==> config.mk <==
export PLATFORM = sky130hd
export DESIGN_NAME = rpn_token_sequencer
export DESIGN_NICKNAME = d
export VERILOG_FILES = /design/src/rtl/stack_pkg.sv /design/src/rtl/rpn_token_sequencer.sv
export SDC_FILE = /design/constraint.sdc
export NUM_CORES = 1
export LEC_CHECK = 0
export BUFFER_PORTS_ARGS = -buffer_cell sky130_fd_sc_hd__buf_2
export CORE_MARGIN = 4
export CORE_UTILIZATION = 44
export CTS_CLUSTER_DIAMETER = 100
export DETAILED_ROUTE_END_ITERATION = 10
export GPL_TIMING_DRIVEN = 0
export PLACE_DENSITY = 0.86
export SKIP_LAST_GASP = 1
export SYNTH_ARGS = -nofsm -noshare
export SYNTH_HDL_FRONTEND = slang
export SYNTH_SLANG_ARGS = --single-unit
==> constraint.sdc <==
create_clock -name clk -period 2.4 [get_ports clk]
set_input_delay 0.72 -clock clk [delete_from_list [all_inputs] [get_ports clk]]
set_output_delay 0.72 -clock clk [all_outputs]
set_load 0.01 [all_outputs]
==> src/rtl/stack_pkg.sv <==
// Shared definitions for the RPN token sequencer and the 3-bit-opcode LIFO calculator stack.
package stack_pkg;

  localparam logic [2:0] OP_NOP  = 3'b000;
  localparam logic [2:0] OP_ADD  = 3'b100;
  localparam logic [2:0] OP_MUL  = 3'b101;
  localparam logic [2:0] OP_PUSH = 3'b110;
  localparam logic [2:0] OP_POP  = 3'b111;

  typedef enum logic [1:0] {
    TK_OPERAND = 2'b00,
    TK_ADD     = 2'b01,
    TK_MUL     = 2'b10,
    TK_END     = 2'b11
  } tok_kind_e;

  typedef enum logic [2:0] {
    ERR_OK        = 3'd0,
    ERR_UNDERFLOW = 3'd1,
    ERR_LEFTOVER  = 3'd2,
    ERR_ARITH_OVF = 3'd3,
    ERR_FULL      = 3'd4
  } err_e;

  typedef enum logic [2:0] {
    ST_RUN    = 3'd0,
    ST_WAIT1  = 3'd1,
    ST_WAIT2  = 3'd2,
    ST_POP    = 3'd3,
    ST_CAPT   = 3'd4,
    ST_DRAIN  = 3'd5,
    ST_RESULT = 3'd6
  } seq_state_e;

endpackage

==> src/rtl/rpn_token_sequencer.sv <==
// Postfix token stream to stack-opcode sequencer with shadow depth tracking and error reporting.
// Optional RPN_PERF_CNT_EN adds perf_cycles (first accept to result latency of each expression).
module rpn_token_sequencer
  import stack_pkg::*;
#(
  parameter int WIDTH = 32,
  parameter int DEPTH = 256
) (
  input  logic                    clk,
  input  logic                    rst,
  input  logic                    tok_valid,
  output logic                    tok_ready,
  input  logic [1:0]              tok_kind,
  input  logic signed [WIDTH-1:0] tok_data,
  output logic [2:0]              stk_opcode,
  output logic signed [WIDTH-1:0] stk_data,
  input  logic signed [WIDTH-1:0] stk_out,
  input  logic                    stk_ovf,
  output logic                    res_valid,
  input  logic                    res_ready,
  output logic signed [WIDTH-1:0] res_data,
  output logic [2:0]              res_err
`ifdef RPN_PERF_CNT_EN
  ,
  output logic [31:0]             perf_cycles
`endif
);

  localparam int DW = $clog2(DEPTH + 1);
  localparam logic [DW-1:0] DEPTH_MAX = DW'(DEPTH);
  localparam logic [DW-1:0] ONE       = DW'(1);
  localparam logic [DW-1:0] TWO       = DW'(2);

  seq_state_e    state, state_n;
  logic [DW-1:0] depth, depth_n;
  logic [2:0]    op_n;
  logic [2:0]    err_n;
  logic          push_ld;
  logic          res_cap;
  logic          res_zero;
  logic          accept;
  tok_kind_e     kind;

  assign accept    = tok_valid & tok_ready;
  assign kind      = tok_kind_e'(tok_kind);
  assign res_valid = (state == ST_RESULT);

  always_comb begin
    state_n  = state;
    depth_n  = depth;
    op_n     = OP_NOP;
    err_n    = res_err;
    push_ld  = 1'b0;
    res_cap  = 1'b0;
    res_zero = 1'b0;
    case (state)
      ST_RUN: begin
        if (accept) begin
          case (kind)
            TK_OPERAND: begin
              if (depth < DEPTH_MAX) begin
                op_n    = OP_PUSH;
                depth_n = depth + ONE;
                push_ld = 1'b1;
              end else begin
                err_n   = ERR_FULL;
                state_n = ST_DRAIN;
              end
            end
            TK_ADD, TK_MUL: begin
              if (depth >= TWO) begin
                op_n    = (kind == TK_ADD) ? OP_ADD : OP_MUL;
                depth_n = depth - ONE;
                state_n = ST_WAIT1;
              end else begin
                err_n   = ERR_UNDERFLOW;
                state_n = ST_DRAIN;
              end
            end
            default: begin
              if (depth == ONE) begin
                op_n    = OP_POP;
                depth_n = '0;
                state_n = ST_POP;
              end else if (depth == '0) begin
                err_n    = ERR_UNDERFLOW;
                res_zero = 1'b1;
                state_n  = ST_RESULT;
              end else begin
                err_n   = ERR_LEFTOVER;
                state_n = ST_DRAIN;
              end
            end
          endcase
        end
      end
      ST_WAIT1: state_n = ST_WAIT2;
      // Stack flag reflects the arithmetic op issued two edges earlier
      ST_WAIT2: begin
        if (stk_ovf) begin
          err_n   = ERR_ARITH_OVF;
          state_n = ST_DRAIN;
        end else begin
          state_n = ST_RUN;
        end
      end
      ST_POP:  state_n = ST_CAPT;
      ST_CAPT: begin
        res_cap = 1'b1;
        err_n   = ERR_OK;
        state_n = ST_RESULT;
      end
      ST_DRAIN: begin
        if (depth != '0) begin
          op_n    = OP_POP;
          depth_n = depth - ONE;
        end else begin
          res_zero = 1'b1;
          state_n  = ST_RESULT;
        end
      end
      ST_RESULT: if (res_ready) state_n = ST_RUN;
      default:   state_n = ST_RUN;
    endcase
  end

  // Issue / result register stage
  always_ff @(posedge clk) begin
    if (rst) begin
      state      <= ST_RUN;
      depth      <= '0;
      stk_opcode <= OP_NOP;
      stk_data   <= '0;
      tok_ready  <= 1'b0;
      res_data   <= '0;
      res_err    <= ERR_OK;
    end else begin
      state      <= state_n;
      depth      <= depth_n;
      stk_opcode <= op_n;
      tok_ready  <= (state_n == ST_RUN);
      res_err    <= err_n;
      if (push_ld) stk_data <= tok_data;
      if (res_cap) res_data <= stk_out;
      else if (res_zero) res_data <= '0;
    end
  end

`ifdef RPN_PERF_CNT_EN
  logic [31:0] perf_cnt;
  logic        perf_act;

  // Counts edges since the first accepted token; a result on the same edge reports zero
  always_ff @(posedge clk) begin
    if (rst) begin
      perf_cnt    <= '0;
      perf_act    <= 1'b0;
      perf_cycles <= '0;
    end else if ((state_n == ST_RESULT) && (state != ST_RESULT)) begin
      perf_cycles <= perf_act ? (perf_cnt + 32'd1) : 32'd0;
      perf_act    <= 1'b0;
    end else if (perf_act) begin
      perf_cnt <= perf_cnt + 32'd1;
    end else if (accept) begin
      perf_act <= 1'b1;
      perf_cnt <= '0;
    end
  end
`endif

endmodule

* After elaboration in Yosys (flattened, before gate mapping)
Cells that the tools add are included.
** Storage, ports and cells
- Logic and storage cells :: 88
- Output and inout bits :: 72
- Register bits after elaboration :: 83
- Bits of input ports :: 71
** Cells by class
- Reductions and logical operators :: 12
- Add/subtract/negate cells :: 2
- Order comparisons :: 2
- Equal/unequal tests :: 18
- Bitwise gates (word level) :: 1
- Muxes and demuxes :: 46
** Operators with widths (count)
- $mux 32 :: 2
- $mux 3 :: 17
- $mux 9 :: 5
- $pmux 9 s2 :: 2
- $pmux 3 s2 :: 4
- $pmux 3 s7 :: 1
- $ne 3x3->1 const B :: 4
- $reduce_and 6->1 :: 2
- $mux 1 :: 11
- $add 9x1->9 const B :: 1
- $eq 3x3->1 const B :: 3
- $eq 9x1->1 const B :: 1
- $ge 9x2->1 const B :: 1
- $logic_not 9->1 :: 1
- $lt 9x9->1 const B :: 1
- $pmux 3 s3 :: 1
- $reduce_bool 9->1 :: 1
- $sub 9x1->9 const B :: 1
- $ne 4x2->1 const B :: 2
- $eq 3x2->1 const B :: 2
- $logic_not 3->1 :: 2
- $ne 2x2->1 const B :: 3
- $mux 2 :: 2
- $reduce_bool 2->1 :: 2
- other kinds (9) :: 9

* Depth between registers and ports, before layout
Gate-level depths: netlist of the first run.
- Depth after elaboration :: 8
- Gate-level depth with buffers :: 8
- Gate-level depth less buffers :: 7

* Least setup slack after synthesis of the first run
No wires, ideal clock.
- Path type :: in2reg
- Start point :: in tok_kind[0]
- End point :: reg res_data[10]
- Buffers on the path :: 1
- Library setup time :: 0.120 ns
- Arrival :: 2.162 ns
- Path slack :: 0.118 ns
- Required time :: 2.280 ns
- Stages on the path :: 7
- Cells stage by stage :: ha_1 -> inv_1 -> a31oi_1 -> a21oi_1 -> o31ai_2 -> buf_2 -> a21oi_1
** Between the ends
- Longest elaborated chain between the ends :: 6
- Elaborated cells on any way between the ends :: 8
- Those cells by class :: eq/ne (2); mux (3); reduce/logical (3)
** Ends and longest elaborated chain
- start: declaration :: RTL line rpn_token_sequencer.sv:13 : input logic [1:0] tok_kind,
- $eq 2x1->1 (tied with other cells) :: RTL line rpn_token_sequencer.sv:59 : case (kind)
- $reduce_or 3->1 (no line) (*)
- $mux 1 (*) :: RTL line rpn_token_sequencer.sv:59
- $mux 1 (*) :: RTL line rpn_token_sequencer.sv:58 : if (accept) begin
- $pmux 1 s2 (*) :: RTL line rpn_token_sequencer.sv:56 : case (state)
- $reduce_bool 2->1 (no line) (*)
- end signal: assignment :: RTL line rpn_token_sequencer.sv:144 : if (res_cap) res_data <= stk_out;
- end: declaration :: RTL line rpn_token_sequencer.sv:21 : output logic signed [WIDTH-1:0] res_data,
Every way passes the cells marked *; elsewhere a longest branch is shown, timed or not.
A chain may end at the register's enable or synchronous reset.

* Worst setup path in the final report of the first run
- Start point :: in tok_kind[0]
- End point :: reg res_data[9]
Same word-level chain as after synthesis.

==> results of run 1 <==
## through the flow
step	power, mW	hold slack [ns]	util [%]
after floorplan	3.049	0.4761	-
after global placement	3.554	0.4390	56.02
after detailed placement	3.588	0.4430	56.02
after CTS	4.509	0.4548	58.19
after global routing	4.835	0.4738	58.58
final	4.559	0.4541	58.58
## Yosys cell counts, types with 3 or more instances
cell                        count  area share [%]
sky130_fd_sc_hd__nor2_1        19             1.9
sky130_fd_sc_hd__and3_1         3            0.49
sky130_fd_sc_hd__nor3b_1        3            0.59
sky130_fd_sc_hd__inv_1         11             1.1
sky130_fd_sc_hd__a211oi_1       6             1.2
sky130_fd_sc_hd__xnor2_1        3            0.69
sky130_fd_sc_hd__o22ai_1        3            0.49
sky130_fd_sc_hd__or3_1          4            0.65
sky130_fd_sc_hd__o2bb2ai_1      3            0.69
sky130_fd_sc_hd__dfxtp_1       83              43
sky130_fd_sc_hd__nand3_1        8             1.0
sky130_fd_sc_hd__a21oi_1       74             9.7
sky130_fd_sc_hd__ha_1           7             2.3
sky130_fd_sc_hd__nand2_1      147              14
sky130_fd_sc_hd__nor2b_1        4            0.65
sky130_fd_sc_hd__nor3_1         6            0.78
sky130_fd_sc_hd__nor3_2         3            0.78
sky130_fd_sc_hd__o21ai_1        3            0.39
sky130_fd_sc_hd__nor4_1         4            0.65
sky130_fd_sc_hd__nand2b_1       3            0.49
sky130_fd_sc_hd__o21ai_0       11             1.4
sky130_fd_sc_hd__buf_2         11             1.4
sky130_fd_sc_hd__clkbuf_1      21             2.1
sky130_fd_sc_hd__a31oi_1        3            0.49
## worst min-delay path by stage
stage / cells past startpoint / start / slack (ns) / to
after floorplan: 2 / res_err[2] / 0.48 / res_err[2]
after global placement: 2 / res_data[17] / 0.44 / res_data[17]
after detailed placement: 2 / res_data[30] / 0.44 / res_data[30]
after CTS: 2 / res_data[30] / 0.45 / res_data[30]
after global routing: 2 / stk_data[28] / 0.47 / stk_data[28]
final: 2 / res_data[13] / 0.45 / res_data[13]
## worst max-delay path, delay by kind of cell
kind            cells  cell delay, ns
buf+inv             3            0.61
fa+ha+maj           1            0.34
compound gates      4            0.83
## cell families (layout without fill, tap and decap cells)
family                     after synthesis  count (layout)  synth area share (%)
muxes                                    1               1                0.2610
AOI/OAI and AO/OA                      138             138                 23.00
DFF                                     83              83                 43.33
and+or+nand+nor                        218             218                 25.58
adders and majority gates                7               7                 2.284
buffers and inverters                   44             200                 4.861
xor gates and xnor gates                 3               3                0.6853
## power by group
group	total [mW]	leakage (nW)	internal, mW	switching [mW]
clock	0.916	0.0954	0.425	0.491
combinational	1.93	1.33	0.727	1.20
sequential	1.71	0.672	1.58	0.133
## cell type report
cell class,count,area share (%)
clock inverters,4,0.4866
multi-input cells,367,41.46
flip-flops and latches,83,34.01
repair buffers,141,14.44
clock buffers,11,3.099
plain buffers,33,2.971
well taps,105,2.689
inverters,11,0.8451
## layer usage
| metal | part of all wire [%] | wire length, um | vias up | global-route usage, % |
|---|---|---|---|---|
| li1 | - | - | 2013 | - |
| met1 | 41 | 4457 | 1829 | 25.69 |
| met2 | 46 | 5081 | 221 | 33.05 |
| met3 | 9.8 | 1077 | 36 | 5.785 |
| met4 | 2.9 | 321 | 0 | 8.384 |
| met5 | 0 | 0 | - | 0 |
## sequential cells by signal, indices dropped and copies added, names as in the netlist
name        flops
depth           9
res_data       32
res_err         3
state           3
stk_data       32
stk_opcode      3
tok_ready       1
## timing repair
item,CTS,global route
resized for setup,1,7
hold endpoints to repair,0,0
endpoints found under the setup margin,30,35
==> results.txt, run 1 <==
----------------------------------------------------
[Run status]
  Run status ... complete, no violations

[Die]
  Effective utilization at floorplan ... 45.98%
  Die X-Extent ... 101.4 um
  Floorplan core area ... 0.008341 sq mm
  Total I/O pin count ... 143
  Die Ht ... 101.4 um
  Area of the die ... 0.01027 sq mm
  Row count ... 33

[Final layout]
  Leading cell types in the layout, fill and taps excluded ... 152 x sky130_fd_sc_hd__buf_2, 147 x sky130_fd_sc_hd__nand2_1, 83 x sky130_fd_sc_hd__dfxtp_1
  Final instance area ... 0.004886 sq mm
  Count of placed standard cells in the final layout, fillers left out ... 755
  Fraction of final layout cells with drive strength greater than 1 ... 29.69%
  Fill cell total of the finished layout ... 747
  Layout-stage area growth over the synthesis result ... 27.41%
  Number of inserted diodes ... 0
  Number of nets in the finished design ... 724
  Most common cell after layout, fill and taps aside ... sky130_fd_sc_hd__buf_2
  Sequential standard cell area ... 0.001662 sq mm
  Footprint of the multi-input gates ... 0.002026 sq mm

[Synth]
  Post-synth ARST share ... 0%
  Post-synthesis area per instance ... 7.763 sq um
  Dominant register cell in the synthesized netlist ... sky130_fd_sc_hd__dfxtp_1
  Register area share after synthesis ... 43.33%
  Cell variety after synth ... 62
  Number of enable flip-flop cells after synthesis ... 0
  Synthesized netlist net count ... 572
  Count of state elements after synthesis ... 83
  Number of warnings printed during yosys synthesis ... 0
  Cell area after synthesis ... 0.003835 sq mm
  Post-synthesis instance total ... 494

[Detailed routing]
  Post-detailed-route DRC marker count ... 0
  Iteration count of the initial detailed-routing pass ... 5
  Number of vias after detailed routing ... 4,099
  Detail Route Antenna Nets ... 0
  Post-Route WL ... 10,940 um
  Violation count after the first detailed-route iteration ... 384
  Vias per cell ... 5.429
  DR WL/cell ... 14.49 um

[Timing]
  Worst-Margin Slew ... 0.7029 ns
  RSZ-0062 raised after global routing ... false
  Worst Skew ... 0.01336 ns
  Period utilization ... 94.09%
  Final count of negative-setup-slack endpoints ... 0
  Post-route setup TNS ... 0 ns
  Relative slew slack ... 52.94%
  Max-slew violations ... 0
  Worst setup margin ... 0.1419 ns
  Count of endpoints failing hold in the final timing report ... 0
  Final min period ... 2.258 ns
  Max Freq ... 0.4428 GHz

[Placement]
  Placer Congestion ... 0.9943
  Count of port buffers added during placement ... 141
  Placement Cell Area ... 0.004672 sq mm
  Post-placement cell count ... 740
  Placement Setup Slack ... -0.4219 ns
  Detailed placer's ending HPWL ... 8318 um

[Worst setup path]
  Worst reg2reg path startpoint ... state[1]
  Capturing element of the worst setup path ... res_data[9]
  Crit path largest cell delay ... 0.34 ns
  CP max-delay cell ... sky130_fd_sc_hd__ha_1
  Slack of the worst reg-to-reg path ... 0.19 ns
  Type of the setup path with the least slack ... in -> reg
  Critical Path Fanout Max ... 10
  Arrival @ worst endpoint ... 2.49 ns
  CP Cell Sequence ... buf_2, ha_1, inv_1, a31oi_4, a21oi_1, o31ai_4, buf_2, a21oi_1
  Critical Path RT ... 2.64 ns
  Launching element type of the critical path ... primary input
  Crit Reg-Reg Endpoint ... depth[3]
  CP startpoint ... tok_kind[0]
  Path depth of the worst reg2reg path ... 7
  Nature of the critical path endpoint ... register

[Clock network]
  Clock tree from TritonCTS ... yes
  Clock tree buffer depth ... 2
  Number of sinks on the clock net ... 83
  TritonCTS buffer count ... 9
  H-tree lvl count ... 3
  Clock latency at the later pin of the worst-skew pair ... 0.36 ns
  Buffer type at the clock tree root ... sky130_fd_sc_hd__clkbuf_8
  CTS hold repair buffers ... 0
  Number of setup buffers added after CTS ... 0
  Clock edge transition at the registers on the reported setup and hold paths ... 0.07 ns

[Power]
  Max IR drop VDD ... 0.0005468 V
  Power per unit of standard cell area ... 933.1 mW/mm^2
  Leakage power summed over all cells ... 2.092 nW

[GRT]
  Antenna violations before repair ... 0
  GR Util All Layers ... 20.46%
  Number of global-route vias before repair ... 3,816
  Pin count of the biggest net entering global routing ... 14
  Total grt overflow ... 0
  Global-route wire length before repair ... 17,160 um

[Run]
  Number of max-cap violations ... 0

[Hold path]
  Path category of the worst min-delay check ... reg -> reg

----------------------------------------------------
Power figures use the tool's default switching activity.
==> run 2: changes to the inputs <==
--- a/config.mk
+++ b/config.mk
@@ -9,9 +9,11 @@
 export CORE_MARGIN = 4
 export CORE_UTILIZATION = 44
 export CTS_CLUSTER_DIAMETER = 100
+export CTS_CLUSTER_SIZE = 40
 export DETAILED_ROUTE_END_ITERATION = 10
 export GPL_TIMING_DRIVEN = 0
 export PLACE_DENSITY = 0.86
+export RECOVER_POWER = 100
 export SKIP_LAST_GASP = 1
 export SYNTH_ARGS = -nofsm -noshare
 export SYNTH_HDL_FRONTEND = slang
==> results.txt, run 2 (same netlist as run 1, synthesis figures left out) <==
----------------------------------------------------
[GRT]
  Total grt overflow ... 0 (unchanged)
  Global-route wire length before repair ... 17,160 um (unchanged)
  Antenna violations before repair ... 0 (unchanged)
  Number of global-route vias before repair ... 3,816 (unchanged)
  GR Util All Layers ... 20.46% (unchanged)
  Pin count of the biggest net entering global routing ... 14 (unchanged)

[Final layout]
  Count of placed standard cells in the final layout, fillers left out ... 755 (unchanged)
  Layout-stage area growth over the synthesis result ... 24.50% (was 27.41%)
  Most common cell after layout, fill and taps aside ... sky130_fd_sc_hd__nand2_1 (was sky130_fd_sc_hd__buf_2)
  Number of inserted diodes ... 0 (unchanged)
  Leading cell types in the layout, fill and taps excluded ... 147 x sky130_fd_sc_hd__nand2_1, 92 x sky130_fd_sc_hd__clkbuf_1, 83 x sky130_fd_sc_hd__dfxtp_1 (was 152 x sky130_fd_sc_hd__buf_2, 147 x sky130_fd_sc_hd__nand2_1, 83 x sky130_fd_sc_hd__dfxtp_1)
  Final core utilization ... 57.25% (was 58.58%)
  Regs by FF count ... res_data (32), stk_data (32), depth (9) (unchanged)
  Number of nets in the finished design ... 724 (unchanged)
  Fraction of final layout cells with drive strength greater than 1 ... 18.15% (was 29.69%)

[Power]
  Power per unit of standard cell area ... 941.7 mW/mm^2 (was 933.1 mW/mm^2)
  Max IR drop VDD ... 0.0005443 V (was 0.0005468 V)
  Leakage power summed over all cells ... 1.785 nW (was 2.092 nW)
  Overall power consumption ... 4.496 mW (was 4.559 mW)

[Die]
  Die Ht ... 101.4 um (unchanged)
  Floorplan core area ... 0.008341 sq mm (unchanged)
  Total I/O pin count ... 143 (unchanged)
  Row count ... 33 (unchanged)
  Area of the die ... 0.01027 sq mm (unchanged)
  Die X-Extent ... 101.4 um (unchanged)
  Effective utilization at floorplan ... 45.98% (unchanged)

[Timing]
  Worst-Margin Slew ... 0.6976 ns (was 0.7029 ns)
  Final count of negative-setup-slack endpoints ... 0 (unchanged)
  Worst Skew ... 0.01215 ns (was 0.01336 ns)
  Post-route setup TNS ... 0 ns (unchanged)
  Max Freq ... 0.4202 GHz (was 0.4428 GHz)
  Count of endpoints failing hold in the final timing report ... 0 (unchanged)
  RSZ-0062 raised after global routing ... false (unchanged)
  Max-slew violations ... 0 (unchanged)
  Worst setup margin ... 0.02010 ns (was 0.1419 ns)
  Period utilization ... 99.16% (was 94.09%)
  Relative slew slack ... 53.29% (was 52.94%)
  Final min period ... 2.380 ns (was 2.258 ns)

[Worst setup path]
  Critical Path RT ... 2.65 ns (was 2.64 ns)
  Critical Path Fanout Max ... 10 (unchanged)
  Worst path top cell family by delay ... simple AND/OR/NAND/NOR gates (was compound AO/OA/AOI/OAI gates)
  CP Cell Sequence ... buf_6, or4_4, nor3_1, o21a_4, nor2_2, a2111oi_2 (was buf_2, ha_1, inv_1, a31oi_4, a21oi_1, o31ai_4, buf_2, a21oi_1)
  CP max-delay cell ... sky130_fd_sc_hd__nor3_1 (was sky130_fd_sc_hd__ha_1)
  Crit path largest cell delay ... 0.56 ns (was 0.34 ns)
  Buffers & Inverters on Critical Path ... 1 (was 3)
  Nature of the critical path endpoint ... register (unchanged)
  Launching element type of the critical path ... register (was primary input)
  Arrival @ worst endpoint ... 2.63 ns (was 2.49 ns)
  Type of the setup path with the least slack ... reg -> reg (was in -> reg)

[Detailed routing]
  Detail Route Antenna Nets ... 0 (unchanged)
  DR WL/cell ... 14.56 um (was 14.49 um)
  Vias per cell ... 5.489 (was 5.429)
  Violation count after the first detailed-route iteration ... 344 (was 384)
  Post-Route WL ... 10,990 um (was 10,940 um)
  Iteration count of the initial detailed-routing pass ... 6 (was 5)
  Number of vias after detailed routing ... 4,144 (was 4,099)
  Post-detailed-route DRC marker count ... 0 (unchanged)

[Clock network]
  Clock edge transition at the registers on the reported setup and hold paths ... 0.08 ns (was 0.07 ns)
  Clock latency at the later pin of the worst-skew pair ... 0.36 ns (about the same)
  H-tree lvl count ... 3 (unchanged)
  Clock tree buffer depth ... 2 (unchanged)
  Clock tree from TritonCTS ... yes (unchanged)
  CTS hold repair buffers ... 0 (unchanged)
  Buffer type at the clock tree root ... sky130_fd_sc_hd__clkbuf_8 (unchanged)
  TritonCTS buffer count ... 9 (unchanged)
  Number of sinks on the clock net ... 83 (unchanged)

[Run]
  Number of max-cap violations ... 0 (unchanged)

[Placement]
  Count of port buffers added during placement ... 141 (unchanged)
  Post-placement cell count ... 740 (unchanged)
  Placement Setup Slack ... -0.4219 ns (unchanged)
  Detailed placer's ending HPWL ... 8318 um (unchanged)
  Placer Congestion ... 0.9943 (unchanged)

[Hold path]
  Path category of the worst min-delay check ... reg -> reg (unchanged)

[Run status]
  Run status ... complete, no violations (unchanged)

----------------------------------------------------
==> run 2: path summary, 6_finish.rpt <==
path,endpoint,startpoint,slack [ns],cells past startpoint
max,depth[3],depth[4],0.02,6
min,stk_data[22],stk_data[22],0.46,2
max reg2reg,depth[3],depth[4],0.02,6
min reg2reg,stk_data[22],stk_data[22],0.46,2
==> run 2: tightest hold or removal path, cell delays in order, from the launching register on <==
cell                      delay (ns)
sky130_fd_sc_hd__dfxtp_1        0.31
sky130_fd_sc_hd__nand2_1        0.05
sky130_fd_sc_hd__a21oi_1        0.05
==> run 2: metal layers <==
layer	share of wire, %	vias to the layer above	global-route usage, %
li1	-	2012	-
met1	41	1888	25.69
met2	47	205	33.05
met3	9.5	39	5.785
met4	3.1	0	8.384
met5	0	-	0
==> run 2: layout make-up <==
class / count / area (sq um)
Buffer: 33 / 145.1
Clock buffer: 11 / 151.4
Clock inverter: 4 / 23.77
Fill cell: 781 / 3566
Inverter: 11 / 41.29
Multi-Input combinational cell: 367 / 2003
Sequential cell: 83 / 1662
Tap cell: 105 / 131.4
Timing Repair Buffer: 141 / 616.8
==> run 2: what timing repair did <==
action	CTS	global route
endpoints found under the setup margin	30	35
buffers inserted	0	0
resized for setup	1	7
==> run 2: power by group <==
part	total [mW]	switching, mW	leakage (nW)	internal (mW)
sequential	1.72	0.138	0.672	1.58
combinational	1.86	1.19	1.02	0.676
clock	0.914	0.489	0.0954	0.425
==> run 2: stage by stage <==
stage	instance area [sq um]	hold WS, ns
floorplan	3835	0.4761
global placement	4672	0.4390
detailed placement	4672	0.4430
CTS	4853	0.4548
global route	4775	0.4750
finish	4775	0.4571
